`src/rtl/qei_pkg.sv`:
```
// Shared types and constants for the quadrature step generator.
//   phase_t   : {qa,qb} phase word
//   state_t   : move FSM states
//   GRAY_FWD / GRAY_BWD : phase order for each direction, entry 0 = 2'b00
package qei_pkg;

    localparam int POS_W    = 16;
    localparam int STEP_W   = 16;
    localparam int PERIOD_W = 16;
    localparam logic [PERIOD_W-1:0] MIN_PERIOD = 16'd2;

    typedef logic [1:0] phase_t;

    typedef enum logic [1:0] {
        IDLE = 2'd0,
        RUN  = 2'd1,
        TAIL = 2'd2
    } state_t;

    // Index i+1 (mod 4) is the phase that follows index i.
    localparam phase_t [3:0] GRAY_FWD = {2'b10, 2'b11, 2'b01, 2'b00};
    localparam phase_t [3:0] GRAY_BWD = {2'b01, 2'b11, 2'b10, 2'b00};

endpackage

```
`src/rtl/qei_phase_seq.sv`:
```
// Combinational next-phase lookup for the quadrature outputs.
//   phase     : current {qa,qb}
//   dir       : 1 = forward, 0 = backward
//   phase_nxt : {qa,qb} after one edge in the given direction
module qei_phase_seq
    import qei_pkg::*;
(
    input  phase_t phase,
    input  logic   dir,
    output phase_t phase_nxt
);

    always_comb begin
        phase_nxt = phase;
        for (int i = 0; i < 4; i++) begin
            if (dir && (GRAY_FWD[i] == phase)) phase_nxt = GRAY_FWD[2'(i + 1)];
            if (!dir && (GRAY_BWD[i] == phase)) phase_nxt = GRAY_BWD[2'(i + 1)];
        end
    end

endmodule

```
`src/rtl/qei_step_gen.sv`:
```
// Quadrature step generator: emits cmd_steps Gray-coded edges on qa/qb,
// one every max(cmd_period,2) clocks, then dwells one more period before
// reporting done. All outputs are registered.
//   clk, rst                    : clock, synchronous active-high reset
//   cmd_valid/cmd_ready         : move handshake (ready only when idle)
//   cmd_dir/cmd_steps/cmd_period: direction, edge count, cycles per edge
//   qa, qb                      : quadrature outputs
//   dir, busy, done             : last move direction, move active, done pulse
//   position                    : signed edge count, wraps modulo 2^16
module qei_step_gen
    import qei_pkg::*;
(
    input  logic                clk,
    input  logic                rst,
    input  logic                cmd_valid,
    output logic                cmd_ready,
    input  logic                cmd_dir,
    input  logic [STEP_W-1:0]   cmd_steps,
    input  logic [PERIOD_W-1:0] cmd_period,
    output logic                qa,
    output logic                qb,
    output logic                dir,
    output logic                busy,
    output logic                done,
    output logic [POS_W-1:0]    position
);

    state_t                state_q, state_d;
    logic [PERIOD_W-1:0]   timer_q, timer_d;
    logic [PERIOD_W-1:0]   period_q, period_d;
    logic [STEP_W-1:0]     remain_q, remain_d;
    logic [POS_W-1:0]      pos_q, pos_d;
    phase_t                phase_q, phase_d, phase_nxt;
    logic                  dir_q, dir_d;
    logic                  busy_q, busy_d;
    logic                  done_q, done_d;
    logic                  ready_q, ready_d;

    logic                  accept;
    logic                  tick;
    logic [PERIOD_W-1:0]   eff_period;

    // ready_q is only ever set for IDLE, so it doubles as the state qualifier.
    assign accept     = cmd_valid && ready_q;
    assign tick       = (timer_q == '0);
    assign eff_period = (cmd_period < MIN_PERIOD) ? MIN_PERIOD : cmd_period;

    qei_phase_seq u_phase_seq (
        .phase     (phase_q),
        .dir       (dir_q),
        .phase_nxt (phase_nxt)
    );

    // Next-state logic
    always_comb begin
        state_d = state_q;
        case (state_q)
            IDLE:    if (accept && (cmd_steps != '0)) state_d = RUN;
            RUN:     if (tick && (remain_q == STEP_W'(1))) state_d = TAIL;
            TAIL:    if (tick) state_d = IDLE;
            default: state_d = IDLE;
        endcase
    end

    // Datapath and registered-output next values
    always_comb begin
        timer_d  = timer_q;
        period_d = period_q;
        remain_d = remain_q;
        pos_d    = pos_q;
        phase_d  = phase_q;
        dir_d    = dir_q;
        done_d   = 1'b0;
        case (state_q)
            IDLE: begin
                if (accept) begin
                    if (cmd_steps == '0) begin
                        // No-op move: acknowledge only, outputs untouched.
                        done_d = 1'b1;
                    end else begin
                        dir_d    = cmd_dir;
                        period_d = eff_period;
                        remain_d = cmd_steps;
                        // Counting down to zero makes the first edge land
                        // eff_period clocks after the acceptance edge.
                        timer_d  = eff_period - PERIOD_W'(1);
                    end
                end
            end
            RUN: begin
                if (tick) begin
                    phase_d  = phase_nxt;
                    pos_d    = dir_q ? pos_q + POS_W'(1) : pos_q - POS_W'(1);
                    remain_d = remain_q - STEP_W'(1);
                    timer_d  = period_q - PERIOD_W'(1);
                end else begin
                    timer_d = timer_q - PERIOD_W'(1);
                end
            end
            TAIL: begin
                if (tick) done_d = 1'b1;
                else      timer_d = timer_q - PERIOD_W'(1);
            end
            default: ;
        endcase
        busy_d  = (state_d != IDLE);
        ready_d = (state_d == IDLE);
    end

    // State and output registers
    always_ff @(posedge clk) begin
        if (rst) begin
            state_q  <= IDLE;
            timer_q  <= '0;
            period_q <= '0;
            remain_q <= '0;
            pos_q    <= '0;
            phase_q  <= 2'b00;
            dir_q    <= 1'b1;
            busy_q   <= 1'b0;
            done_q   <= 1'b0;
            ready_q  <= 1'b0;
        end else begin
            state_q  <= state_d;
            timer_q  <= timer_d;
            period_q <= period_d;
            remain_q <= remain_d;
            pos_q    <= pos_d;
            phase_q  <= phase_d;
            dir_q    <= dir_d;
            busy_q   <= busy_d;
            done_q   <= done_d;
            ready_q  <= ready_d;
        end
    end

    assign cmd_ready = ready_q;
    assign qa        = phase_q[1];
    assign qb        = phase_q[0];
    assign dir       = dir_q;
    assign busy      = busy_q;
    assign done      = done_q;
    assign position  = pos_q;

endmodule

```
`config.mk`:
```
export PLATFORM = sky130hd
export DESIGN_NAME = qei_step_gen
export DESIGN_NICKNAME = d
export VERILOG_FILES = /design/src/rtl/qei_pkg.sv /design/src/rtl/qei_phase_seq.sv /design/src/rtl/qei_step_gen.sv
export SDC_FILE = /design/constraint.sdc
export NUM_CORES = 1
export LEC_CHECK = 0
export CORE_ASPECT_RATIO = 1.4
export CORE_UTILIZATION = 55
export CTS_BUF_LIST = sky130_fd_sc_hd__clkbuf_4 sky130_fd_sc_hd__clkbuf_8 sky130_fd_sc_hd__clkbuf_16
export CTS_CLUSTER_DIAMETER = 60
export DETAILED_ROUTE_END_ITERATION = 12
export GPL_ROUTABILITY_DRIVEN = 1
export PLACE_DENSITY = 0.86
export REMOVE_ABC_BUFFERS = 1
export SYNTH_ARGS = -nofsm -noshare
export SYNTH_HDL_FRONTEND = slang
export SYNTH_SLANG_ARGS = --single-unit
export TNS_END_PERCENT = 100
```
`constraint.sdc`:
```
create_clock -name clk -period 4.3 [get_ports clk]
set_input_delay 0.645 -clock clk [delete_from_list [all_inputs] [get_ports clk]]
set_output_delay 0.645 -clock clk [all_outputs]
set_load 0.01 [all_outputs]
```
==> impl_results.md <==
* Min-Delay Path Class: flop to flop
* Mux contribution to synthesized area at 0.0400
* Hpwl dp at 10200 um
* Sequential area share after synthesis at 0.283
* Gate count of the mapped netlist at 660
* Die Y at 116 um
* Critical Path AT at 4250 ps
* Final net count at around 760
* Xor and xnor area share after synthesis at 0.0739
* #FFs+latches synth at 72
* Die Area at 9660 um^2
* GP Congestion at 0.924
* DRT Wirelength at 14300 um
* 1st-iter DRT viols at just over 400
* Critical path fanouts, max at 7
* First-pass GRT wire length at 22700 um
* R2r setup slk at 950 ps
* Relative max-transition margin at 0.214
* Routed vias/inst at 6.61
* Final cycle utilization of the critical path at 0.943
* H-tree depth at 3
* Cts repair resizes at 0
* Final slew viol count at 0
* Port bufs at 57
* Req. time, crit path at ~4500 ps
* Worst-Skew Late Latency at 340 ps
* CP Launch Type: input port
* RSZ-0062 raised after global routing: false
* Worst R2R Start: timer_q[0]
* Final Non-Filler Cells at roughly 810
* Leakage at approximately 2.4 nW
* Via Count at between 5k and 6k
* FP Rows at 41
* Final-report hold violation count at 0
* Cells after DPL at between 700 and 800
* Core area at ~9000 um^2
* Worst R2R Path Depth at 8
* Total CTS buffers at 9
* WHS at 477 ps
* Main flop type after synthesis: dfxtp_1
* Final Worst Setup Slack at 245 ps
* Io pins at between 50 and 60
* Yosys cell types at 68
* Minimum clock period at 4050 ps
* WL/cell at roughly 18 um
* Antenna violations before repair at 0
* Synthesized area at between 5000 and 6000 um^2
* Async SR Flop Fraction at 0
* Synth Area in Simple Gates at 0.263
* Slew of the pin with the lowest slew margin at 1170 ps
* Setup bufs post-CTS at 0
* CTS root buf: clkbuf_16
* DRC at 0
* Hold buffers post-CTS at 0
* Largest family of logic cells by synthesized area: simple AND/OR/NAND/NOR gates
* Kind of critical path: input port to flop
* Synth Area in Compound Gates at 0.237
* Final Instance Area at 5970 um^2
* Final setup violation count at 0
* Synth Area in Adders at 0.0628
* Initial Utilization at 0.565
* EDFF count, synth at 0
* Share of cells above drive strength 1 at 0.0540
* Die width at approximately 83 um
* 1st-pass router iterations at 8
* Maximum VDD drop at 0.256 mV
* Most frequent cells in the layout: dfxtp_1, nor2_1, nand2_1, clkdlybuf4s50_1, a21oi_1
* Cell Pwr Density at roughly 360 nW/um^2
* Commonest non-fill, non-tap cell in the layout: dfxtp_1
* Hold EP: position[5]
* DP Worst Slack at -11.9 ps
* Fmax at 0.247 GHz
* ANT nets after route at 0
* Yosys warnings at 0
* Largest net degree at the start of global routing at 37
* Vias in the first global route at 4956
* Hold_sp: position[5]
* Number of max-cap violations at 0
* Final core utilization at 0.662
* Clock sink count at ~70
* CTS tree: yes
* Area Growth Syn to Fin at 17.2%
* Avg Cell Area, Syn at 7.72 um^2
* Worst setup EP type: flop
* Status: complete, no violations
* N_diodes at 0
* Clock-pin slew on the worst setup and hold paths at 50 ps
* Total track usage at 0.290
* Hold Crit Depth at 2
* Clock skew at 4.86 ps
* Reg-to-reg endpoint: timer_q[1]
* Cell Area, Placed at 5700 um^2
* Grt ovf at 0
* Max Root-Sink Buffers at 2
[routing by layer]
| metal | GRT usage | share of wire |
|---|---|---|
| met5 | 0 | 0 |
| met4 | 0.194 | 0.051 |
| met3 | 0.0470 | 0.056 |
| met2 | 0.525 | 0.50 |
| met1 | 0.315 | 0.39 |
[report_power, final]
part | internal (mW) | switching [mW]
clock | 0.423 | 0.276
combinational | 0.261 | 0.399
sequential | 0.716 | 0.0594
[registers in the layout, indices dropped and copies added, names as in the netlist]
register,count
done,1
busy,1
position,16
period_q,16
state_q,2
phase_q,2
dir,1
remain_q,16
timer_q,16
cmd_ready,1
[critical path, stage by stage]
cell and delay, ps:
clkdlybuf4s50_1 470, or4_1 610, nor4_1 500, nand3b_1 170
nand2_1 150, ha_1 210, or4b_2 750, nor4_1 270
xnor2_1 170, o21ai_0 90, o22ai_1 160, nor2_1 50
[stage by stage]
step | TNS, ps | power (mW)
6_report | 0 | 2.13
5_1_grt | 0 | 2.23
3_3_place_gp | 0 | 1.41
3_5_place_dp | -11.9 | 1.43
4_1_cts | 0 | 2.13
2_1_floorplan | 0 | 1.23
[cell families after synthesis]
group                    Yosys count
AND/OR/NAND/NOR                  267
AO/OA/AOI/OAI                    184
flip-flops                        72
buffers and inverters             49
XOR/XNOR                          43
adder cells (fa/ha/maj)           25
multiplexers                      20
[worst max path at each step]
| stage | endpoint | startpoint |
|---|---|---|
| 4_1_cts | timer_q[8] | cmd_period[7] |
| 3_5_place_dp | timer_q[8] | cmd_period[7] |
| 3_3_place_gp | timer_q[8] | cmd_period[7] |
| 5_1_grt | timer_q[8] | cmd_period[7] |
| 2_1_floorplan | timer_q[8] | cmd_period[6] |
| 6_report | timer_q[8] | cmd_period[7] |
[final cells by class]
| class | instances | area (um^2) |
|---|---|---|
| sequential | 72 | 1440 |
| inverter | 14 | 52.6 |
| multi-input combinational | 539 | 3450 |
| timing repair buffer | 64 | 618 |
| clock inverter | 3 | 17.5 |
| fill | 765 | 3060 |
| tap | 107 | 134 |
| clock buffer | 12 | 260 |
[synthesized netlist by cell type, drive strengths merged (9+ instances only)]
library cell,count,share of area
ha,24,0.059
mux2i,17,0.033
a21oi,48,0.047
nand2,67,0.049
nor3,30,0.029
dfxtp,72,0.28
or4,9,0.014
a31oi,11,0.014
nor2b,10,0.012
nor4,22,0.028
o21ai,42,0.041
o211ai,15,0.023
nand3,15,0.015
inv,14,0.010
xor2,23,0.040
a22oi,9,0.016
buf,9,0.011
clkbuf,26,0.019
nor2,70,0.052
xnor2,20,0.034
(Power assumes the default switching activity.)
